## src/rtl/axi_arb_pkg.sv

```systemverilog
// rtl/axi_arb_pkg.sv - shared types and constants for the AXI write-channel arbiter
package axi_arb_pkg;

  typedef enum logic [1:0] {
    IDLE = 2'd0,
    ADDR = 2'd1,
    DATA = 2'd2,
    RESP = 2'd3
  } arb_state_e;

  localparam int MAX_MST = 8;

  localparam logic [1:0] OKAY   = 2'b00;
  localparam logic [1:0] SLVERR = 2'b10;

  localparam int D_ID_WIDTH   = 4;
  localparam int D_ADDR_WIDTH = 32;
  localparam int D_DATA_WIDTH = 32;

endpackage

```

## src/rtl/axi_rr_pick.sv

```systemverilog
// rtl/axi_rr_pick.sv - combinational round-robin selector
// Returns the first asserted request at or after ptr, wrapping around.
module axi_rr_pick #(
  parameter int NUM_MST = 2,
  parameter int SEL_W   = $clog2(NUM_MST)
) (
  input  logic [NUM_MST-1:0] req,
  input  logic [SEL_W-1:0]   ptr,
  output logic [SEL_W-1:0]   sel,
  output logic               any
);

  logic [SEL_W-1:0] w_idx [NUM_MST];

  always_comb begin
    for (int i = 0; i < NUM_MST; i++) begin
      w_idx[i] = SEL_W'((int'(ptr) + i) % NUM_MST);
    end
  end

  always_comb begin
    sel = '0;
    any = 1'b0;
    for (int i = 0; i < NUM_MST; i++) begin
      if (!any && req[w_idx[i]]) begin
        sel = w_idx[i];
        any = 1'b1;
      end
    end
  end

endmodule

```

## src/rtl/axi_wr_arb.sv

```systemverilog
// rtl/axi_wr_arb.sv - round-robin arbiter sharing one AXI write port among masters
// One transaction in flight; the granted master owns AW, W and B until the response.
module axi_wr_arb
  import axi_arb_pkg::*;
#(
  parameter int NUM_MST = 2,
  parameter int ID_W    = D_ID_WIDTH,
  parameter int ADDR_W  = D_ADDR_WIDTH,
  parameter int DATA_W  = D_DATA_WIDTH,
  localparam int GNT_W  = $clog2(NUM_MST)
) (
  input  logic                              ACLK,
  input  logic                              ARESET,
  input  logic [NUM_MST-1:0][ID_W-1:0]      m_awid,
  input  logic [NUM_MST-1:0][ADDR_W-1:0]    m_awaddr,
  input  logic [NUM_MST-1:0][7:0]           m_awlen,
  input  logic [NUM_MST-1:0][2:0]           m_awsize,
  input  logic [NUM_MST-1:0][1:0]           m_awburst,
  input  logic [NUM_MST-1:0][2:0]           m_awprot,
  input  logic [NUM_MST-1:0]                m_awvalid,
  output logic [NUM_MST-1:0]                m_awready,
  input  logic [NUM_MST-1:0][ID_W-1:0]      m_wid,
  input  logic [NUM_MST-1:0][DATA_W-1:0]    m_wdata,
  input  logic [NUM_MST-1:0][DATA_W/8-1:0]  m_wstrb,
  input  logic [NUM_MST-1:0]                m_wlast,
  input  logic [NUM_MST-1:0]                m_wvalid,
  output logic [NUM_MST-1:0]                m_wready,
  output logic [NUM_MST-1:0][ID_W-1:0]      m_bid,
  output logic [NUM_MST-1:0][1:0]           m_bresp,
  output logic [NUM_MST-1:0]                m_bvalid,
  input  logic [NUM_MST-1:0]                m_bready,
  output logic [ID_W-1:0]                   s_awid,
  output logic [ADDR_W-1:0]                 s_awaddr,
  output logic [7:0]                        s_awlen,
  output logic [2:0]                        s_awsize,
  output logic [1:0]                        s_awburst,
  output logic [2:0]                        s_awprot,
  output logic                              s_awvalid,
  input  logic                              s_awready,
  output logic [ID_W-1:0]                   s_wid,
  output logic [DATA_W-1:0]                 s_wdata,
  output logic [DATA_W/8-1:0]               s_wstrb,
  output logic                              s_wlast,
  output logic                              s_wvalid,
  input  logic                              s_wready,
  input  logic [ID_W-1:0]                   s_bid,
  input  logic [1:0]                        s_bresp,
  input  logic                              s_bvalid,
  output logic                              s_bready,
  output logic [GNT_W-1:0]                  grant,
  output logic                              len_err
);

  arb_state_e       r_state;
  arb_state_e       w_state_nxt;
  logic [GNT_W-1:0] r_grant;
  logic [GNT_W-1:0] r_rr_ptr;
  logic [GNT_W-1:0] w_ptr_nxt;
  logic [GNT_W-1:0] w_pick_sel;
  logic             w_pick_any;
  logic [7:0]       r_awlen_q;
  logic [7:0]       r_beat_cnt;
  logic             r_len_err;
  logic             w_len_err_nxt;
  logic             w_aw_hs;
  logic             w_w_hs;
  logic             w_b_hs;

  axi_rr_pick #(
    .NUM_MST (NUM_MST),
    .SEL_W   (GNT_W)
  ) u_pick (
    .req (m_awvalid),
    .ptr (r_rr_ptr),
    .sel (w_pick_sel),
    .any (w_pick_any)
  );

  assign w_aw_hs   = s_awvalid && s_awready;
  assign w_w_hs    = s_wvalid && s_wready;
  assign w_b_hs    = s_bvalid && s_bready;
  assign w_ptr_nxt = (r_grant == GNT_W'(NUM_MST - 1)) ? '0 : r_grant + GNT_W'(1);

  // Both a short burst (early WLAST) and an overrun (no WLAST on the last
  // expected beat) are flagged; the burst still ends only on WLAST.
  assign w_len_err_nxt = w_w_hs &&
                         (s_wlast ? (r_beat_cnt != r_awlen_q) : (r_beat_cnt == r_awlen_q));

  always_ff @(posedge ACLK) begin
    if (ARESET) begin
      r_state <= IDLE;
    end else begin
      r_state <= w_state_nxt;
    end
  end

  always_comb begin
    w_state_nxt = r_state;
    case (r_state)
      IDLE:    if (w_pick_any)         w_state_nxt = ADDR;
      ADDR:    if (w_aw_hs)            w_state_nxt = DATA;
      DATA:    if (w_w_hs && s_wlast)  w_state_nxt = RESP;
      RESP:    if (w_b_hs)             w_state_nxt = IDLE;
      default:                         w_state_nxt = IDLE;
    endcase
  end

  always_ff @(posedge ACLK) begin
    if (ARESET) begin
      r_grant    <= '0;
      r_rr_ptr   <= '0;
      r_awlen_q  <= '0;
      r_beat_cnt <= '0;
      r_len_err  <= 1'b0;
    end else begin
      r_len_err <= w_len_err_nxt;
      if (r_state == IDLE && w_pick_any) begin
        r_grant <= w_pick_sel;
      end
      if (w_aw_hs) begin
        r_awlen_q  <= s_awlen;
        r_beat_cnt <= '0;
      end else if (w_w_hs) begin
        r_beat_cnt <= r_beat_cnt + 8'd1;
      end
      if (w_b_hs) begin
        r_rr_ptr <= w_ptr_nxt;
      end
    end
  end

  // Payloads follow the grant unconditionally; only valids/readies are gated.
  always_comb begin
    s_awid    = m_awid[r_grant];
    s_awaddr  = m_awaddr[r_grant];
    s_awlen   = m_awlen[r_grant];
    s_awsize  = m_awsize[r_grant];
    s_awburst = m_awburst[r_grant];
    s_awprot  = m_awprot[r_grant];
    s_wid     = m_wid[r_grant];
    s_wdata   = m_wdata[r_grant];
    s_wstrb   = m_wstrb[r_grant];
    s_wlast   = m_wlast[r_grant];
    s_awvalid = 1'b0;
    s_wvalid  = 1'b0;
    s_bready  = 1'b0;
    m_awready = '0;
    m_wready  = '0;
    m_bvalid  = '0;
    case (r_state)
      ADDR: begin
        s_awvalid          = m_awvalid[r_grant];
        m_awready[r_grant] = s_awready;
      end
      DATA: begin
        s_wvalid          = m_wvalid[r_grant];
        m_wready[r_grant] = s_wready;
      end
      RESP: begin
        s_bready          = m_bready[r_grant];
        m_bvalid[r_grant] = s_bvalid;
      end
      default: ;
    endcase
  end

  assign m_bid   = {NUM_MST{s_bid}};
  assign m_bresp = {NUM_MST{s_bresp}};
  assign grant   = r_grant;
  assign len_err = r_len_err;

endmodule

```

## config.mk

```make
export PLATFORM = sky130hd
export DESIGN_NAME = axi_wr_arb
export DESIGN_NICKNAME = d
export VERILOG_FILES = /design/src/rtl/axi_arb_pkg.sv /design/src/rtl/axi_rr_pick.sv /design/src/rtl/axi_wr_arb.sv
export SDC_FILE = /design/constraint.sdc
export NUM_CORES = 1
export LEC_CHECK = 0
export BUFFER_PORTS_ARGS = -buffer_cell sky130_fd_sc_hd__buf_2
export CORE_AREA = 8 8 118 120
export CTS_CLUSTER_SIZE = 10
export DETAILED_ROUTE_END_ITERATION = 7
export DIE_AREA = 0 0 126 128
export MAX_ROUTING_LAYER = met4
export PLACE_DENSITY = 0.63
export RECOVER_POWER = 100
export SYNTH_ARGS = -nofsm -noshare
export SYNTH_HDL_FRONTEND = slang
export SYNTH_HIERARCHICAL = 1
export SYNTH_SLANG_ARGS = --single-unit
```

## constraint.sdc

```tcl
create_clock -name ACLK -period 2.7 [get_ports ACLK]
set_input_delay 0.135 -clock ACLK [delete_from_list [all_inputs] [get_ports ACLK]]
set_output_delay 0.135 -clock ACLK [all_outputs]
set_load 0.02 [all_outputs]
```

# ---- Yosys cells after proc, flatten, opt, wreduce, memory -nomap -nowiden
# Cells that the tools add are included.
dict set report totals {
  register_bits 21
  word_cells 86
}
dict set report op_classes {
  n_mux 49
  reduce_logical 12
  n_bitwise 3
  eq_ne 9
  order_cmp 4
  addsub 3
}
# operator count
set ops {}
lappend ops {{2-to-1 mux 32 bit} 4}
lappend ops {{2-to-1 mux 4 bit} 6}
lappend ops {{2-to-1 mux 1 bit} 22}
lappend ops {{2-to-1 mux 2 bit} 9}
lappend ops {{2-to-1 mux 8 bit} 2}
lappend ops {{2-to-1 mux 3 bit} 4}
lappend ops {{adder 8 x 1 -> 8 bit, second input constant} 1}
lappend ops {{equality test 8 bit} 1}
lappend ops {{logical AND 1 bit} 8}
lappend ops {{inequality test 2 bit, second input constant} 4}
lappend ops {{inequality test 8 bit} 1}
lappend ops {{one-hot mux 2 bit (4 select lines)} 1}
lappend ops {{AND 2 bit} 3}
lappend ops {{less-than comparator 1 x 2 -> 1 bit, second input constant} 3}
lappend ops {{equality test 2 bit, second input constant} 2}
lappend ops {{AND reduction 4 bit} 1}
lappend ops {{adder 1 bit, second input constant} 2}
lappend ops {{equality test 2 x 1 -> 1 bit, second input constant} 1}
lappend ops {{logical NOT 2 bit} 1}
lappend ops {{OR reduction 2 bit} 1}
lappend ops {{demux 1 bit (select 1 bit)} 1}
lappend ops {{>= comparator 1 bit, second input constant} 1}
lappend ops {{logical NOT 1 bit} 1}

# ---- Logic depth before layout (Yosys ltp)
dict set report logic_depth {
  depth_word 8
  mapped_depth 7
}

# ---- Modules after synthesis
# The synthesis kept the hierarchy.
# module n_inst cells_each area_per_inst_um2
set by_module_without_submodules {}
lappend by_module_without_submodules {axi_wr_arb 1 255 2326.0}
lappend by_module_without_submodules {axi_rr_pick 1 3 17.5}

# ---- Least setup slack after synthesis
# Ideal clock, no wire load.
dict set report synth_timing {
  kind {reg-to-output}
  start {reg r_grant, in the netlist grant}
  end {out s_wdata[24]}
  path_slack_ns 0.794
  path_stages_with_launch 6
  required_time_ns 2.565
  path_buffers 4
  arrival_ns 1.771
  path_cell_list {dfxtp_1 buf_4 buf_2 clkbuf_1 clkbuf_1 mux2_2}
}
dict set report synth_via {
  elab_chain_cells 2
}
# item line_no
set synth_rtl {}
lappend synth_rtl {{start: declaration} axi_wr_arb.sv:56} ;# logic [GNT_W-1:0] r_grant;
lappend synth_rtl {{start signal: assignment} axi_wr_arb.sv:118} ;# r_grant <= w_pick_sel;
lappend synth_rtl {{2-to-1 mux 32 bit (implied by the code) (2 in a row)} axi_wr_arb.sv:141} ;# s_wdata = m_wdata[r_grant];
lappend synth_rtl {{end: declaration} axi_wr_arb.sv:41} ;# output logic [DATA_W-1:0] s_wdata,
# Every way passes these cells. The select of a mux whose other input is x is not followed.

# ---- Worst setup path after layout
dict set report layout_timing {
  start {reg r_grant, in the netlist grant}
  end {out s_awprot[0]}
}
dict set report layout_via {
  elab_chain_cells 2
}
# item line_no
set layout_rtl {}
lappend layout_rtl {{2-to-1 mux 3 bit (implied by the code) (2 in a row)} axi_wr_arb.sv:139} ;# s_awprot = m_awprot[r_grant];
lappend layout_rtl {{end: declaration} axi_wr_arb.sv:37} ;# output logic [2:0] s_awprot,
# Every way passes these cells. The select of a mux whose other input is x is not followed.

==> results.cfg <==
[sta]
hold_viol_final = 0
skew_ps = 2.11
setup_tns_ps = 0
period_share_pct = 82.9
fmax_mhz = 447
tightest_slew_ps = 726
period_needed_ps = 2240
finalSetupViolCount = 0
rsz0062_at_grt = no
final_max_slew_viol_count = 0
max-slew-margin-rel_pct = 50.2
whs_ps = 210

[floorplan]
io_pins = 319
core_um2 = 12200
initial_core_util_pct = 19.2
die_w_um = 126
rows = 41
dieArea_um2 = 16100
die_h_um = 128

[worst_setup_path]
slowest_delay_ps = 640
path_max_fanout = 59
cp-startpoint = grant
timing.rr.start = r_state[0]
worstPathRequired_ps = 2570
path_buf_inv = 2
crit_chain = buf_4 > mux2_2 > clkbuf_1
cp-end-kind = output pin
critical_path_class = register to output pin
critPathArrivalTime_ps = 2100
cp_top_family = buffers and inverters
critPathLaunchType = register
slowest_stage = buf_4

[cells_and_area]
mostFrequentLayoutCells = 207 x buf_2, 94 x clkbuf_1, 77 x mux2_2, 22 x nor2_1, 21 x dfxtp_1
area_delta_synth_final_pct = 64.8
final_common_cell = buf_2
drive_gt1_share_pct = 54.0
nNetsFinal = 749
stdcell_count = 689
insertedDiodeCount = 0

[synth]
synth_edf_count = 0
synth_area_um2 = 2340
ys_seq_elements = 21
ys_warn_count = 6
syn_avg_cell_area_um2 = 9.08
synth.area.top_cells = mux2_2 44%, dfxtp_1 18%, xnor2_1 5.2%
yosysTopAreaCell = mux2_2
syn_inst = 258
syn_nets = 467
async_reset_ff_share_pct = 0
synth_top_area_share_pct = 44.2
synth_seq_area_share_pct = 17.9
ys.flop_type = dfxtp_1
synthDistinctLibCells = 33

[grt]
grt_max_degree = 60
grt_pass1_wl_mm = 17.3
gr-total-overflow = 0
grt_use_total_pct = 13.7
grt_antenna_before_repair = 0
grt_pass1_vias = 2944

[clock_tree]
postCtsSetupBuffers = 0
cts_root_buf = clkbuf_16
clk_latency_ps = 250
cts_buffer_depth = 2
cts_max_level = 1
hold_buffers = 0
cts_tree = yes
cts.sink_count = 21
cts_buffers = 3
cts_resized = 0
clkSlewWorstSetupHoldPaths_ps = 60

[power]
vdd_drop_max_v = 0.000432
p_per_area_nw_per_um2 = 474
power_leakage_nw = 1.71

[placed_design]
gp_congestion = 0.862
dp_hpwl_mm = 10.4
port_buffers = 300
place_inst = 685

[routing]
wire_per_inst_um = 17.2
via_per_inst = 4.23
vias = 2913
drt_iter0_drc = 73
drtAntennaViolNets = 0
drc = 0
routed_wl_mm = 11.9
firstDrtPassIters = 4

[outcome]
status = complete, no violations

[hold_path]
hold_class = input port to register
min-delay-start = m_awvalid[0]

[run]
cap_violations = 0
[layout make-up]
| class | count | area, µm² |
|---|---|---|
| Inverter | 7 | 26.3 |
| Fill cell | 1344 | 8350 |
| Sequential cell | 21 | 420 |
| Timing Repair Buffer | 304 | 1410 |
| Tap cell | 150 | 188 |
| Clock inverter | 1 | 5.00 |
| Clock buffer | 3 | 75.1 |
| Multi-Input combinational cell | 203 | 1740 |
[worst paths after layout]
kind,to,slack (ps),cells past startpoint
setup / recovery,s_awprot[0],460,3
hold / removal,grant,210,4
setup reg to reg,r_state[0],620,6
hold reg to reg,r_rr_ptr,500,2
[through the flow]
step | setup slack (ps) | power, mW | utilization (%) | area (µm²)
3_5_place_dp | 647 | 1.58 | 32.0 | 3910
5_1_grt | 341 | 1.96 | 31.6 | 3860
3_3_place_gp | 754 | 1.57 | 32.0 | 3910
6_report | 461 | 1.83 | 31.6 | 3860
2_1_floorplan | 794 | 1.18 | - | 2340
4_1_cts | 610 | 1.90 | 32.6 | 3990
[metal layers]
| layer | part of all wire [%] | up-vias | GRT usage, % |
|---|---|---|---|
| li1 | - | 1471 | - |
| met1 | 42 | 1305 | 16.1 |
| met2 | 51 | 130 | 24.1 |
| met3 | 6.7 | 7 | 2.87 |
| met4 | 0.61 | 0 | 1.63 |
| met5 | 0 | - | - |
[synthesized netlist by cell type (4+ instances only)]
cell,count
nor3_1,18
inv_1,7
buf_2,9
mux2_2,92
xnor2_1,14
dfxtp_1,21
nor2_1,22
nand2_1,9
nor2b_1,4
clkbuf_1,4
buf_4,13
ha_1,6
mux2i_1,5
[flip-flops by register name (all words and copies together), names as in the netlist]
register    flops
grant           1
len_err         1
r_awlen_q       8
r_beat_cnt      8
r_rr_ptr        1
r_state         2
[where the power goes]
part / internal [mW] / switching, mW / leakage, nW
clock network: 0.199 / 0.115 / 0.0409
logic: 0.470 / 0.666 / 1.50
registers: 0.347 / 0.0343 / 0.170
[kinds of logic after synthesis]
family | after synthesis | share of synthesized area [%]
compound gates | 13 | 3.79
xor+xnor | 14 | 5.23
fa+ha+maj | 6 | 3.20
buf+inv | 34 | 8.01
flops | 21 | 17.9
mux | 97 | 46.3
simple gates | 73 | 15.5
[worst min-delay path: cells and delay by family]
family                 cells  cell delay [ps]
AOI/OAI and AO/OA          2              110
buffers and inverters      1              100
and+or+nand+nor            1               60
(Power assumes the default switching activity.)
